--- src/rtl/micro_sequencer.sv ---
// Microprogram sequencer: registered microaddress, next-address select with
// condition test, and a small return-address stack with sticky error flags.
module micro_sequencer #(
  parameter int unsigned ADDR_W      = 8,
  parameter int unsigned NCOND       = 4,
  parameter int unsigned STACK_DEPTH = 4,
  parameter int unsigned RESET_ADDR  = 0,
  parameter int unsigned FETCH_ADDR  = 1
) (
  input  logic                               CLK,
  input  logic                               reset,
  input  logic                               en,
  input  logic [2:0]                         ns_op,
  input  logic [ADDR_W-1:0]                  cr,
  input  logic [ADDR_W-1:0]                  dispatch_addr,
  input  logic [NCOND-1:0]                   cond_vec,
  input  logic [$clog2(NCOND)-1:0]           cond_sel,
  input  logic                               cond_inv,
  output logic [ADDR_W-1:0]                  uaddr,
  output logic [$clog2(STACK_DEPTH+1)-1:0]   sp,
  output logic                               ovf,
  output logic                               unf
);

  localparam int unsigned SEL_W  = $clog2(NCOND);
  localparam int unsigned CEXT_W = 2 ** SEL_W;
  localparam int unsigned SP_W   = $clog2(STACK_DEPTH + 1);
  localparam int unsigned IDX_W  = (STACK_DEPTH > 1) ? $clog2(STACK_DEPTH) : 1;

  typedef enum logic [2:0] {
    OpDispatch = 3'b000,
    OpFetch    = 3'b001,
    OpJump     = 3'b010,
    OpInc      = 3'b011,
    OpCbr      = 3'b100,
    OpWait     = 3'b101,
    OpCall     = 3'b110,
    OpRet      = 3'b111
  } ns_op_e;

  ns_op_e              op;
  logic [CEXT_W-1:0]   cond_ext;
  logic                c;
  logic [ADDR_W-1:0]   inc;
  logic [ADDR_W-1:0]   uaddr_q, uaddr_d;
  logic [SP_W-1:0]     sp_q, sp_d;
  logic                ovf_q, unf_q;
  logic                push, pop, set_ovf, set_unf;
  logic                full, empty;
  logic [IDX_W-1:0]    wr_idx, rd_idx;
  logic [ADDR_W-1:0]   stack_q [STACK_DEPTH];

  assign op       = ns_op_e'(ns_op);
  // Zero-extend so that selects beyond NCOND read as 0.
  assign cond_ext = CEXT_W'(cond_vec);
  assign c        = cond_ext[cond_sel] ^ cond_inv;
  assign inc      = uaddr_q + ADDR_W'(1);
  assign full     = (sp_q == SP_W'(STACK_DEPTH));
  assign empty    = (sp_q == '0);
  assign wr_idx   = IDX_W'(sp_q);
  assign rd_idx   = IDX_W'(sp_q - SP_W'(1));

  // Next-address select and stack control.
  always_comb begin
    uaddr_d = uaddr_q;
    push    = 1'b0;
    pop     = 1'b0;
    set_ovf = 1'b0;
    set_unf = 1'b0;
    unique case (op)
      OpDispatch: uaddr_d = dispatch_addr;
      OpFetch:    uaddr_d = ADDR_W'(FETCH_ADDR);
      OpJump:     uaddr_d = cr;
      OpInc:      uaddr_d = inc;
      OpCbr:      uaddr_d = c ? cr : inc;
      OpWait:     uaddr_d = c ? inc : uaddr_q;
      OpCall: begin
        uaddr_d = cr;
        // A full stack still takes the jump; the return address is lost.
        if (full) set_ovf = 1'b1;
        else      push    = 1'b1;
      end
      OpRet: begin
        if (empty) begin
          uaddr_d = ADDR_W'(FETCH_ADDR);
          set_unf = 1'b1;
        end else begin
          pop     = 1'b1;
          uaddr_d = stack_q[rd_idx];
        end
      end
      default: uaddr_d = uaddr_q;
    endcase
  end

  // Stack pointer next state.
  always_comb begin
    sp_d = sp_q;
    if (push)     sp_d = sp_q + SP_W'(1);
    else if (pop) sp_d = sp_q - SP_W'(1);
  end

  // Sequencer state with asynchronous reset; en low freezes everything.
  always_ff @(posedge CLK or negedge reset) begin
    if (!reset) begin
      uaddr_q <= ADDR_W'(RESET_ADDR);
      sp_q    <= '0;
      ovf_q   <= 1'b0;
      unf_q   <= 1'b0;
    end else if (en) begin
      uaddr_q <= uaddr_d;
      sp_q    <= sp_d;
      ovf_q   <= ovf_q | set_ovf;
      unf_q   <= unf_q | set_unf;
    end
  end

  // Return-address storage; contents above sp are don't-care, so no reset.
  always_ff @(posedge CLK) begin
    if (en && push) stack_q[wr_idx] <= inc;
  end

  assign uaddr = uaddr_q;
  assign sp    = sp_q;
  assign ovf   = ovf_q;
  assign unf   = unf_q;

endmodule

--- config.mk ---
export PLATFORM = sky130hd
export DESIGN_NAME = micro_sequencer
export DESIGN_NICKNAME = d
export VERILOG_FILES = /design/src/rtl/micro_sequencer.sv
export SDC_FILE = /design/constraint.sdc
export NUM_CORES = 1
export LEC_CHECK = 0
export ABC_AREA = 1
export BUFFER_PORTS_ARGS = -buffer_cell sky130_fd_sc_hd__buf_2
export CAP_MARGIN = 10
export CORE_AREA = 2 2 85 70
export DETAILED_ROUTE_END_ITERATION = 8
export DIE_AREA = 0 0 87 72
export PLACE_DENSITY = 0.72
export SYNTH_ARGS = -nofsm -noshare
export SYNTH_HDL_FRONTEND = slang
export SYNTH_SLANG_ARGS = --single-unit
export TNS_END_PERCENT = 50
--- constraint.sdc ---
create_clock -name CLK -period 1.95 [get_ports CLK]
set_input_delay 0.585 -clock CLK [delete_from_list [all_inputs] [get_ports CLK]]
set_output_delay 0.585 -clock CLK [all_outputs]
set_load 0.01 [all_outputs]
---- After elaboration in Yosys (flattened, before gate mapping) ----
Memory sizes are Yosys's and may differ from the RTL's.
Index checks and enable logic that the tools add are counted.
word-level totals
  bits of input ports ..................... 29
  bits in registers ....................... 13
  RAM bits ................................ 32
  output and inout port bits .............. 13
  word-level logic and storage cells ...... 46
  bits in read-only memories .............. 0
  memories ................................ 1
  bits in latches ......................... 0
memory list
  name     depth  width  rd ports  clocked after memory_dff  wr ports  line  text
  stack_q  4      8      1         0                         1         51    logic [ADDR_W-1:0] stack_q [STACK_DEPTH];
cells by class
  mux-type cells .......................... 18
  multiply operators ...................... 0
  add/sub/neg operators ................... 3
  shifts and indexed selects .............. 0
  bitwise operators ....................... 3
  eq/ne operators ......................... 9
  order comparisons ....................... 1
  divide/modulo/power cells ............... 0
  reductions and logical operators ........ 7
operators with widths
  operator                                                    count
  one-hot mux 8 bit (7 select lines)                          1
  two-way mux 8 bit                                           3
  equality test 3 bit, second input constant                  5
  two-way mux 1 bit                                           11
  adder 8 x 1 -> 8 bit, second input constant                 1
  equality test 3 x 2 -> 1 bit, second input constant         2
  zero test 3 bit                                             2
  two-way mux 3 bit                                           2
  AND reduction 2 bit                                         2
  adder 3 x 1 -> 3 bit, second input constant                 1
  equality test 3 x 1 -> 1 bit, second input constant         1
  less-than comparator 2 x 3 -> 1 bit, second input constant  1
  subtractor 3 x 1 -> 3 bit, second input constant            1
  binary-select mux 1 bit (select 2 bit)                      1
  inequality test 2 bit, second input constant                1
  bitwise OR 1 bit                                            2
  nonzero test 2 bit                                          1
  OR reduction 2 bit                                          1
  logical AND 1 bit                                           1
  bitwise XOR 1 bit                                           1

---- Depth between registers and ports, before layout ----
  word-level depth ........................ 6
  mapped depth ............................ 15
  mapped depth without buffers ............ 12

---- Worst setup path after synthesis ----
Ideal clock, no wire load.
  path kind ............................... register to register
  start point ............................. register sp_q[0] (netlist: sp[0])
  end point ............................... memory stack_q[0][0] (enable)
  data arrival time ....................... 1.806 ns
  path buffers ............................ 2
  required time ........................... 1.580 ns
  slack ................................... -0.226 ns
  stages on the path, launching flop included .. 9
  cell sequence ........................... dfrtp_1 > buf_2 > inv_2 > buf_2 > ha_1 > inv_1 > nor2_1 > nand2_1 > nor2_1
between the ends
  word-level cells in the longest chain between the ends .. 6
RTL lines
  item                                     line  text
  start, declared                          46    logic [SP_W-1:0] sp_q, sp_d;
  start signal, assigned                   112   sp_q <= sp_d;
  equality test 3 bit                      58    assign full = (sp_q == SP_W'(STACK_DEPTH));
  two-way mux 1 bit                        80    if (full) set_ovf = 1'b1;
  two-way mux 1 bit                        70    unique case (op)
  logical AND 1 bit                        120   if (en && push) stack_q[wr_idx] <= inc;
  two-way mux 1 bit                        120
  two-way mux 1 bit (not written as such)  120
  end, declared                            51
Parallel ways exist; a longest one is shown, timed or not.

---- Worst setup path after layout ----
  start point ............................. register sp_q[1] (netlist: sp[1])
  end point ............................... memory stack_q[0][1] (enable)
Same word-level chain as after synthesis.

==> flow_metrics.tcl <==
set metrics [dict create \
    crit_start "sp[1]" \
    die_h_microns 72 \
    core_sq_mm 0.00538 \
    clk_latency_ns 0.31 \
    required_ns 1.98 \
    vias_per_cell 5.01 \
    period_minus_slack_ns 1.79 \
    seqPwrFrac_pct 37.0 \
    whs_ns 0.150 \
    clkSlewWorstSetupHoldPaths_ns 0.09 \
    setup_viol 0 \
    die_x_microns 87 \
    io_buffers 41 \
    diodes 0 \
    utilization_pct 57.8 \
    htreeDepth 2 \
    rsz0062_at_grt "false" \
    boundaryPins 42 \
    antenna_found_initial 0 \
    cts_num_sinks 45 \
    clock_path_buffers 2 \
    p_leak_nw 1.49 \
    gp_congestion 0.891 \
    start_util_pct 48.9 \
    power_mw 3.40 \
    p_per_area_mw_per_mm2 1090 \
    syn_nets 360 \
    power.share.clock_pct 21.5 \
    worst_slew_pin_slew_ns 0.419 \
    synthToLayoutAreaGrowth_pct 18.2 \
    synth_area_sq_mm 0.00263 \
    seqCellArea_sq_mm 0.00129 \
    grt_usage_pct 19.6 \
    swShare_pct 38.7 \
    period_share_pct 91.6 \
    cts_made_buffers 5 \
    hp-class "input port to async pin" \
    drive_gt1_share_pct 21.9 \
    r2r_start "sp[1]" \
    worstSetupStartpointType "flip-flop" \
    intPower_mw 2.08 \
    p_sw_mw 1.32 \
    cts-root-buf "clkbuf_8" \
    critPathKind "flip-flop to flip-flop" \
    route.detailed.drc 0 \
    slew_headroom_pct 72.0 \
    cts_tree "built" \
    status "completed" \
    yosysUniqueCellTypes 30 \
    first_pass_iters 4 \
    fillers 496 \
    rows 24 \
    grt_pass1_vias 2075 \
    ys_ff_latch 45 \
    skew_ns 0.00774 \
    cp-end-kind "flip-flop" \
    first_iter_violations 148 \
    cp_max_fo 8 \
    hold_viol_final 0 \
    die-area_sq_mm 0.00626 \
    grt_pass1_wl_microns 9570 \
    wl_per_cell_microns 13.0 \
    grt_max_degree 21 \
    antenna_left 0 \
    nets 413 \
    max_cap_violations 0 \
    r2r_slack_ns 0.16 \
    yosysSeqAreaShare_pct 48.9 \
    yosys_warnings 0 \
    place_hpwl_microns 4460 \
    ir_drop_v 0.000390 \
    routed_wl_microns 5750 \
    syn_inst 325 \
    grt-ovfl-total 0 \
    critPathArrivalTime_ns 1.81 \
    synth_area_per_cell_sq_um 8.09 \
    fmax_mhz 560 \
    slew_viol_final 0 \
    pwr-share-comb_pct 41.4 \
    vias 2225 \
    multi_input_area_sq_mm 0.00116 \
]
cells by family after synthesis:
group                    synth area share, %
adder cells (fa/ha/maj)                 2.85
AND/OR/NAND/NOR                         33.6
flip-flops                              48.9
AO/OA/AOI/OAI                           5.71
buffers and inverters                   7.61
XOR/XNOR                                1.33
through the flow:
step                      setup TNS (ns)  cell area, sq um  worst slack [ns]  instances
after floorplan                  -0.0365              2660          -0.00150        325
after global placement                 0              2970            0.0934        435
after detailed placement               0              2970            0.0325        435
after CTS                              0              3080             0.119        443
after global routing                   0              3110            0.0313        444
final                                  0              3110             0.164        444
routing by layer:
metal  routed length [microns]  track usage [%]  up-vias
li1                          -                -     1154
met1                      2730             28.7      994
met2                      2590             30.3       70
met3                       383             4.21        7
met4                        41             4.17        0
met5                         0                0        -
critical path, stage by stage (launching register included):
cell	delay, ns
dfrtp_1	0.40
inv_1	0.13
ha_2	0.20
inv_1	0.04
nor2_1	0.27
nand2_1	0.18
nor2_4	0.16
buf_12	0.14
flip-flops by register name, indices dropped and copies added, names as in the netlist:
name,cells
ovf,1
uaddr,8
stack_q,32
sp,3
unf,1
synthesized netlist by cell type:
master / number / area share (%)
nor3_1: 2 / 0.38
o21ai_4: 1 / 0.62
o211ai_2: 1 / 0.48
inv_1: 38 / 5.4
nand3_4: 1 / 0.67
ha_1: 6 / 2.9
dfrtp_1: 13 / 12
o211ai_1: 1 / 0.29
o21ai_2: 1 / 0.33
xnor2_1: 1 / 0.33
o31ai_1: 1 / 0.29
nor2_1: 48 / 6.9
o21ai_0: 8 / 1.5
edfxtp_1: 32 / 37
nand3b_1: 3 / 0.86
a21oi_1: 6 / 1.1
o21ai_1: 1 / 0.19
nand2_1: 93 / 13
buf_4: 2 / 0.57
inv_2: 3 / 0.43
nand2_2: 2 / 0.48
buf_2: 4 / 0.76
o21bai_1: 3 / 0.86
nand2_4: 1 / 0.43
nand4_2: 1 / 0.48
nand3_1: 43 / 8.2
nor2_4: 2 / 0.86
nand3_2: 3 / 1.1
xor2_1: 3 / 1.0
buf_6: 1 / 0.43
path summary, 6_finish.rpt:
kind,to,depth (start not counted)
max,stack_q[0][1],7
min,uaddr[3],1
max reg2reg,stack_q[0][1],7
min reg2reg,unf,1
max in group asynchronous,uaddr[4],1
min in group CLK,unf,1
area by class of cell:
type	instances	area share (%)
sequential	45	41.4
clock buffer	5	2.21
tap	65	2.62
inverter	41	5.03
timing repair buffer	53	9.90
multi-input combinational	232	37.4
clock inverter	3	1.49
power by group through the flow:
stage	Combinational [mW]	Sequential (mW)	Clock, mW
after global routing	1.61	1.27	0.781
after global placement	1.35	1.27	0
after floorplan	0.932	1.32	0
after CTS	1.39	1.26	0.743
final	1.41	1.26	0.732
after detailed placement	1.39	1.28	0
cell usage in the layout, fill, tap and decap left out, drive strengths merged:
| master | netlist | routed |
|---|---|---|
| nand2 | 96 | 96 |
| clkinv | 0 | 1 |
| inv | 41 | 41 |
| nand4 | 1 | 1 |
| nand3b | 3 | 3 |
| xor2 | 3 | 3 |
| clkinvlp | 0 | 1 |
| o21ai | 11 | 11 |
| edfxtp | 32 | 32 |
| nor2 | 50 | 50 |
| o211ai | 2 | 2 |
| ha | 6 | 6 |
| xnor2 | 1 | 1 |
| a21oi | 6 | 6 |
| o31ai | 1 | 1 |
| nand3 | 47 | 47 |
| dfrtp | 13 | 13 |
| o21bai | 3 | 3 |
| bufinv | 0 | 1 |
| buf | 7 | 53 |
| clkbuf | 0 | 5 |
| nor3 | 2 | 2 |
what timing repair did:
| item | in CTS | in global routing |
|---|---|---|
| hold endpoints to repair | 0 | 0 |
| hold buffers | 0 | 0 |
| setup buffers | 0 | 1 |
| setup endpoints to repair | 0 | 3 |
| resized for setup | 0 | 2 |
(Power assumes the default switching activity.)
